### src/rtl/console_pkg.sv
// Shared definitions for the console character-stream writer.
package console_pkg;

  // Control codes interpreted by the writer; every other byte is printable.
  localparam logic [7:0] CHR_BS = 8'h08;
  localparam logic [7:0] CHR_LF = 8'h0A;
  localparam logic [7:0] CHR_FF = 8'h0C;
  localparam logic [7:0] CHR_CR = 8'h0D;

  // Default screen geometry and the resulting offset of the attribute plane.
  localparam int unsigned DEF_WIDTH      = 20;
  localparam int unsigned DEF_HEIGHT     = 16;
  localparam int unsigned ATTR_PLANE_OFS = DEF_WIDTH * DEF_HEIGHT;

  typedef enum logic [2:0] {
    IDLE,
    WR_CHAR,
    WR_ATTR,
    SCROLL_RD,
    SCROLL_WR,
    CLRROW,
    CLEAR
  } state_e;

  // Buffer address: sum formed at 16 bits, then truncated to the 12-bit port.
  function automatic logic [11:0] buf_addr(input logic [15:0] base, input int unsigned ofs);
    logic [15:0] a;
    a = base + 16'(ofs);
    return a[11:0];
  endfunction

endpackage

### src/rtl/console_writer.sv
// Character-stream front end for the text buffer: renders bytes, tracks the
// cursor, interprets control codes and scrolls/clears through the CPU port.
module console_writer
  import console_pkg::*;
#(
  parameter int unsigned WIDTH    = 20,
  parameter int unsigned HEIGHT   = 16,
  parameter logic [15:0] BASEADDR = 16'h400,
  parameter logic [7:0]  BLANK    = 8'h20
) (
  input  logic                      clk,
  input  logic                      reset,
  input  logic                      in_valid,
  output logic                      in_ready,
  input  logic [7:0]                in_char,
  input  logic [7:0]                in_attr,
  output logic [11:0]               addr,
  output logic                      we,
  output logic                      oe,
  output logic [7:0]                wdata,
  input  logic [7:0]                rdata,
  output logic [$clog2(WIDTH)-1:0]  cursor_col,
  output logic [$clog2(HEIGHT)-1:0] cursor_row,
  output logic                      busy
);

  localparam int unsigned CW       = $clog2(WIDTH);
  localparam int unsigned RW       = $clog2(HEIGHT);
  localparam int unsigned CELLS    = WIDTH * HEIGHT;
  localparam int unsigned COPIES   = WIDTH * (HEIGHT - 1);
  localparam int unsigned LAST_ROW = (HEIGHT - 1) * WIDTH;
  localparam int unsigned IW       = $clog2(2 * CELLS);

  localparam logic [CW-1:0] COL_LAST   = CW'(WIDTH - 1);
  localparam logic [RW-1:0] ROW_LAST   = RW'(HEIGHT - 1);
  localparam logic [IW-1:0] COPY_END   = IW'(2 * COPIES - 1);
  localparam logic [IW-1:0] CLRROW_END = IW'(2 * WIDTH - 1);
  localparam logic [IW-1:0] CLEAR_END  = IW'(2 * CELLS - 1);

  state_e        state;
  logic [IW-1:0] idx;
  logic [IW-1:0] idx_nx;
  logic [7:0]    attr_lat;
  logic [7:0]    wdata_reg;
  int unsigned   cell_pos;

  // Copy index walks the char plane first, then the attr plane; src is one row below dst.
  function automatic logic [11:0] copy_addr(input logic [IW-1:0] i, input logic src);
    int unsigned n;
    int unsigned plane;
    n     = 32'(i);
    plane = 0;
    if (n >= COPIES) begin
      n     = n - COPIES;
      plane = CELLS;
    end
    return buf_addr(BASEADDR, plane + n + (src ? WIDTH : 32'd0));
  endfunction

  // Last-row clear: first WIDTH steps hit the char plane, the rest the attr plane.
  function automatic logic [11:0] clrrow_addr(input logic [IW-1:0] i);
    int unsigned n;
    n = 32'(i);
    if (n >= WIDTH) return buf_addr(BASEADDR, CELLS + LAST_ROW + n - WIDTH);
    return buf_addr(BASEADDR, LAST_ROW + n);
  endfunction

  // Current cell position and the shared counter's next value.
  always_comb begin
    cell_pos = 32'(cursor_row) * WIDTH + 32'(cursor_col);
    idx_nx   = idx + IW'(1);
  end

  assign in_ready = (state == IDLE);
  assign busy     = ~in_ready;
  // Buffer read data arrives one clock after the read strobe, i.e. during the
  // write cycle, so the copy path forwards it straight to the write port.
  assign wdata    = (state == SCROLL_WR) ? rdata : wdata_reg;

  // Main FSM: cursor, control codes, scroll and clear sequencing, registered buffer strobes.
  always_ff @(posedge clk or posedge reset) begin
    if (reset) begin
      state      <= IDLE;
      addr       <= BASEADDR[11:0];
      we         <= 1'b0;
      oe         <= 1'b0;
      wdata_reg  <= 8'h00;
      cursor_col <= '0;
      cursor_row <= '0;
      attr_lat   <= 8'h0F;
      idx        <= '0;
    end else begin
      case (state)
        IDLE: begin
          if (in_valid) begin
            attr_lat <= in_attr;
            case (in_char)
              CHR_CR: cursor_col <= '0;
              CHR_LF: begin
                cursor_col <= '0;
                if (cursor_row == ROW_LAST) begin
                  state <= SCROLL_RD;
                  oe    <= 1'b1;
                  idx   <= '0;
                  addr  <= copy_addr('0, 1'b1);
                end else begin
                  cursor_row <= cursor_row + RW'(1);
                end
              end
              CHR_BS: if (cursor_col != '0) cursor_col <= cursor_col - CW'(1);
              CHR_FF: begin
                state     <= CLEAR;
                we        <= 1'b1;
                idx       <= '0;
                addr      <= buf_addr(BASEADDR, 0);
                wdata_reg <= BLANK;
              end
              default: begin
                state     <= WR_CHAR;
                we        <= 1'b1;
                addr      <= buf_addr(BASEADDR, cell_pos);
                wdata_reg <= in_char;
              end
            endcase
          end
        end
        WR_CHAR: begin
          state     <= WR_ATTR;
          addr      <= buf_addr(BASEADDR, CELLS + cell_pos);
          wdata_reg <= attr_lat;
        end
        WR_ATTR: begin
          we    <= 1'b0;
          state <= IDLE;
          if (cursor_col == COL_LAST) begin
            cursor_col <= '0;
            if (cursor_row == ROW_LAST) begin
              state <= SCROLL_RD;
              oe    <= 1'b1;
              idx   <= '0;
              addr  <= copy_addr('0, 1'b1);
            end else begin
              cursor_row <= cursor_row + RW'(1);
            end
          end else begin
            cursor_col <= cursor_col + CW'(1);
          end
        end
        SCROLL_RD: begin
          state <= SCROLL_WR;
          oe    <= 1'b0;
          we    <= 1'b1;
          addr  <= copy_addr(idx, 1'b0);
        end
        SCROLL_WR: begin
          if (idx == COPY_END) begin
            state     <= CLRROW;
            idx       <= '0;
            addr      <= clrrow_addr('0);
            wdata_reg <= BLANK;
          end else begin
            state <= SCROLL_RD;
            we    <= 1'b0;
            oe    <= 1'b1;
            idx   <= idx_nx;
            addr  <= copy_addr(idx_nx, 1'b1);
          end
        end
        CLRROW: begin
          if (idx == CLRROW_END) begin
            state <= IDLE;
            we    <= 1'b0;
            idx   <= '0;
          end else begin
            idx       <= idx_nx;
            addr      <= clrrow_addr(idx_nx);
            wdata_reg <= (32'(idx_nx) < WIDTH) ? BLANK : attr_lat;
          end
        end
        CLEAR: begin
          if (idx == CLEAR_END) begin
            state      <= IDLE;
            we         <= 1'b0;
            idx        <= '0;
            cursor_col <= '0;
            cursor_row <= '0;
          end else begin
            idx       <= idx_nx;
            addr      <= buf_addr(BASEADDR, 32'(idx_nx));
            wdata_reg <= (32'(idx_nx) < CELLS) ? BLANK : attr_lat;
          end
        end
        default: begin
          state <= IDLE;
          we    <= 1'b0;
          oe    <= 1'b0;
        end
      endcase
    end
  end

endmodule

### config.mk
export PLATFORM = sky130hd
export DESIGN_NAME = console_writer
export DESIGN_NICKNAME = d
export VERILOG_FILES = /design/src/rtl/console_pkg.sv /design/src/rtl/console_writer.sv
export SDC_FILE = /design/constraint.sdc
export NUM_CORES = 1
export LEC_CHECK = 0
export ABC_AREA = 1
export BUFFER_PORTS_ARGS = -buffer_cell sky130_fd_sc_hd__buf_2
export CORE_MARGIN = 8
export CORE_UTILIZATION = 55
export CTS_CLUSTER_SIZE = 30
export DETAILED_ROUTE_END_ITERATION = 10
export GPL_TIMING_DRIVEN = 1
export PLACE_DENSITY_LB_ADDON = 0.25
export SLEW_MARGIN = 0
export SYNTH_ARGS = -nofsm -noshare
export SYNTH_HDL_FRONTEND = slang
export SYNTH_SLANG_ARGS = --single-unit
### constraint.sdc
create_clock -name clk -period 3.8 [get_ports clk]
set_clock_uncertainty 0.1 [all_clocks]
set_input_delay 0.38 -clock clk [delete_from_list [all_inputs] [get_ports clk]]
set_output_delay 0.38 -clock clk [all_outputs]
set_load 0.01 [all_outputs]
==> impl_results.md <==
- Final net count: 902
- Crit-path max FO: 7
- Slack of the critical path: 0.359 ns
- Reg2Reg Setup Slack: 0.36 ns
- Clk Tree Root Cell: clkbuf_8
- Final count of negative-setup-slack endpoints: 0
- GRT overflow: 0
- Ports: 60
- Number of buffers added on ports: 59
- Core Box Area: 9280 µm²
- Setup TNS: 0 ns
- Outcome: completed
- Most frequent cells in the layout: nand2_1 (191), inv_1 (88), nor2_1 (70), nand3_1 (64), buf_2 (59)
- Synthesized area per cell: 6.80 µm²
- Post-synth top area share: 0.222
- CP top delay family: simple AND/OR/NAND/NOR gates
- Most used cell, CP: nand2_1
- Vias in the first global route: 5525
- Layout Utilization: 0.637
- Fill cells: 876
- Post-CTS setup buffers: 0
- Sequential area share after synthesis: 0.247
- Worst-path clk slew: 0.11 ns
- Met1 Usage GRT: 0.367
- Hpwl dp: 14100 µm
- Max-slew violations: 0
- Global Route Usage Sum: 0.269
- Die ar.: 13000 µm²
- Setup Crit Path Kind: register to register
- Largest net degree at the start of global routing: 53
- Final Hold Fails: 0
- Critical Path RT: 3.91 ns
- DRC: 0
- Clock sink total: 52
- Hold WC Path Type: input pin to register
- Initial antenna violation count: 0
- Leading area contributor after synthesis: dfrtp_1
- Max transition margin: 0.251
- CTS buffer count: 5
- RSZ-0062 raised after global routing: no
- Synth top area cells: dfrtp_1 (22%), nand2_1 (14%), ha_1 (6.9%)
- Most flop-heavy register: addr
- Crit-path slowest cell: dfrtp_1
- Synth Instances: 777
- Buf+Inv Stages, Crit Path: 3
- Worst-Margin Slew: 1.12 ns
- Placed cell count: 966
- Rows: 35
- Die Wd: 114 µm
- GR met2 Demand/Resource: 0.425
- Mapped Area: 5290 µm²
- Area Growth Syn to Fin: 11.9%
- Inserted Diodes: 0
- Commonest non-fill, non-tap cell in the layout: nand2_1
- Seq cells post-synth: 52
- Share of post-route cells with drive strength above 1: 0.194
- First-pass GRT wire length: 28100 µm
- Gpl congestion: 1.06
- Initial DRC Count: 636
- Clock latency on the worst-skew pair: 0.31 ns
- Die Height: 114 µm
- DRT Pass-1 Iters: 6
- Largest register FFs: 12
- Pwr Total: 1000 µW
- Initial Util: 0.569
- FMAX: 0.291 GHz
- Via/cell ratio: 5.99
- Max Cap Viol: 0
- CP arrival: 3.55 ns
- Minimum clock period: 3.44 ns
- CP startpoint kind: register
- Clk buf depth: 2
- Multi-input logic area: 3510 µm²
- Post-Layout Cell Count: 974
- Critical path endpoint category: register
- VDD IR-drop max: 0.125 mV
- Via count: 5830
- H-tree depth: 2
- Drt wl/cell: 18.2 µm
- FFs w/ async S/R, synth: 1.00
- Post-synth EDFFs: 0
- Dpl ws: 0.171 ns
- YS warnings: 0
- Critical path's largest stage delay: 0.46 ns
- Leakage: 0.00291 µW
- Seq. cell area: 1310 µm²
- Met3 usage: 0.0481
- Mapped Nets: 835
- PD cells: 170 nW/µm²
- Main synth FF type: dfrtp_1
- CTS tree: done
- Post-synthesis cell type count: 53
- Peak-usage layer in the global routing report: met2
- Biggest regs: addr: 12 flops, idx: 10 flops
- Drt total wl: 17700 µm
- Final Cycle Share: 0.905
- Cell Chain, Critical Path: ha_1 > inv_1 > nand2_1 > nand2_1 > inv_1 > ha_1 > nand3_1 > nor2_2 > nand3_4 > nand3_2 > nand2_1 > xor2_1 > ha_1 > inv_1 > a21oi_1 > nand3_2 > nand2_1 > nand2_1 > nand3_1 > nand2_1 > nand2_1 > nand2_1
- DRT antenna net count: 0
==> worst paths after layout <==
kind,depth (start not counted),end,start
min reg2reg,2,addr[10],addr[10]
max,22,addr[9],idx[1]
max reg2reg,22,addr[9],idx[1]
min,2,attr_lat[6],in_attr[6]
min in group asynchronous,2,cursor_col[3],reset
max in group asynchronous,2,idx[2],reset
==> power by group <==
part / switching, µW / internal [µW]
logic: 26.5 / 16.2
registers: 0.370 / 553
clock network: 208 / 200
==> synth_stat cells, drive strengths merged (2+ instances only) <==
library cell / count
a221oi: 2
nor3: 10
or2: 2
nand3: 72
inv: 99
a32o: 2
ha: 29
fa: 2
a22oi: 2
a31oi: 15
nor2: 80
o31ai: 3
a211oi: 6
dfstp: 5
dfrtp: 47
o22ai: 4
o221ai: 5
buf: 8
o211ai: 4
o2111ai: 2
mux2: 15
nand4: 12
xnor2: 3
clkbuf: 11
xor2: 13
nor4: 3
a2111oi: 2
o21ai: 55
nand2: 211
a32oi: 5
o32ai: 7
a21oi: 35
==> metal layers <==
layer,vias to the layer above,wire [µm]
met3,41,1690
li1,2755,-
met2,281,8030
met5,-,0
met4,0,376
met1,2753,7630
==> stage by stage <==
| stage | hold slack [ns] | cell area [µm²] |
|---|---|---|
| after floorplan | 0.377 | 5290 |
| after global placement | 0.365 | 5800 |
| after detailed placement | 0.370 | 5800 |
| after CTS | 0.186 | 5910 |
| after global routing | 0.182 | 5920 |
| final | 0.194 | 5920 |
==> what timing repair did <==
item	4_1_cts	5_1_grt
hold buffers	0	0
resized for setup	0	3
setup endpoints to repair	0	3
==> worst reg2reg max path, delay by kind of cell, from the launching register on <==
family / cells / cell delay (ns)
fa+ha+maj: 3 / 0.95
xor+xnor: 1 / 0.14
buf+inv: 3 / 0.35
simple gates: 14 / 1.19
compound gates: 1 / 0.15
flops: 1 / 0.46
==> final cells by class <==
| type | count | share of cell area |
|---|---|---|
| Sequential cell | 52 | 0.221 |
| Clock buffer | 6 | 0.0123 |
| Clock inverter | 2 | 0.00656 |
| Inverter | 100 | 0.0634 |
| Multi-Input combinational cell | 606 | 0.594 |
| Timing Repair Buffer | 79 | 0.0753 |
| Tap cell | 129 | 0.0273 |
==> logic make-up after synthesis <==
group | Yosys count | share of synthesized area
buffers and inverters | 119 | 0.0890
XOR/XNOR | 16 | 0.0279
flip-flops | 52 | 0.247
AND/OR/NAND/NOR | 390 | 0.346
adder cells (fa/ha/maj) | 31 | 0.0762
AO/OA/AOI/OAI | 154 | 0.182
multiplexers | 15 | 0.0320
Power figures use the tool's default switching activity.
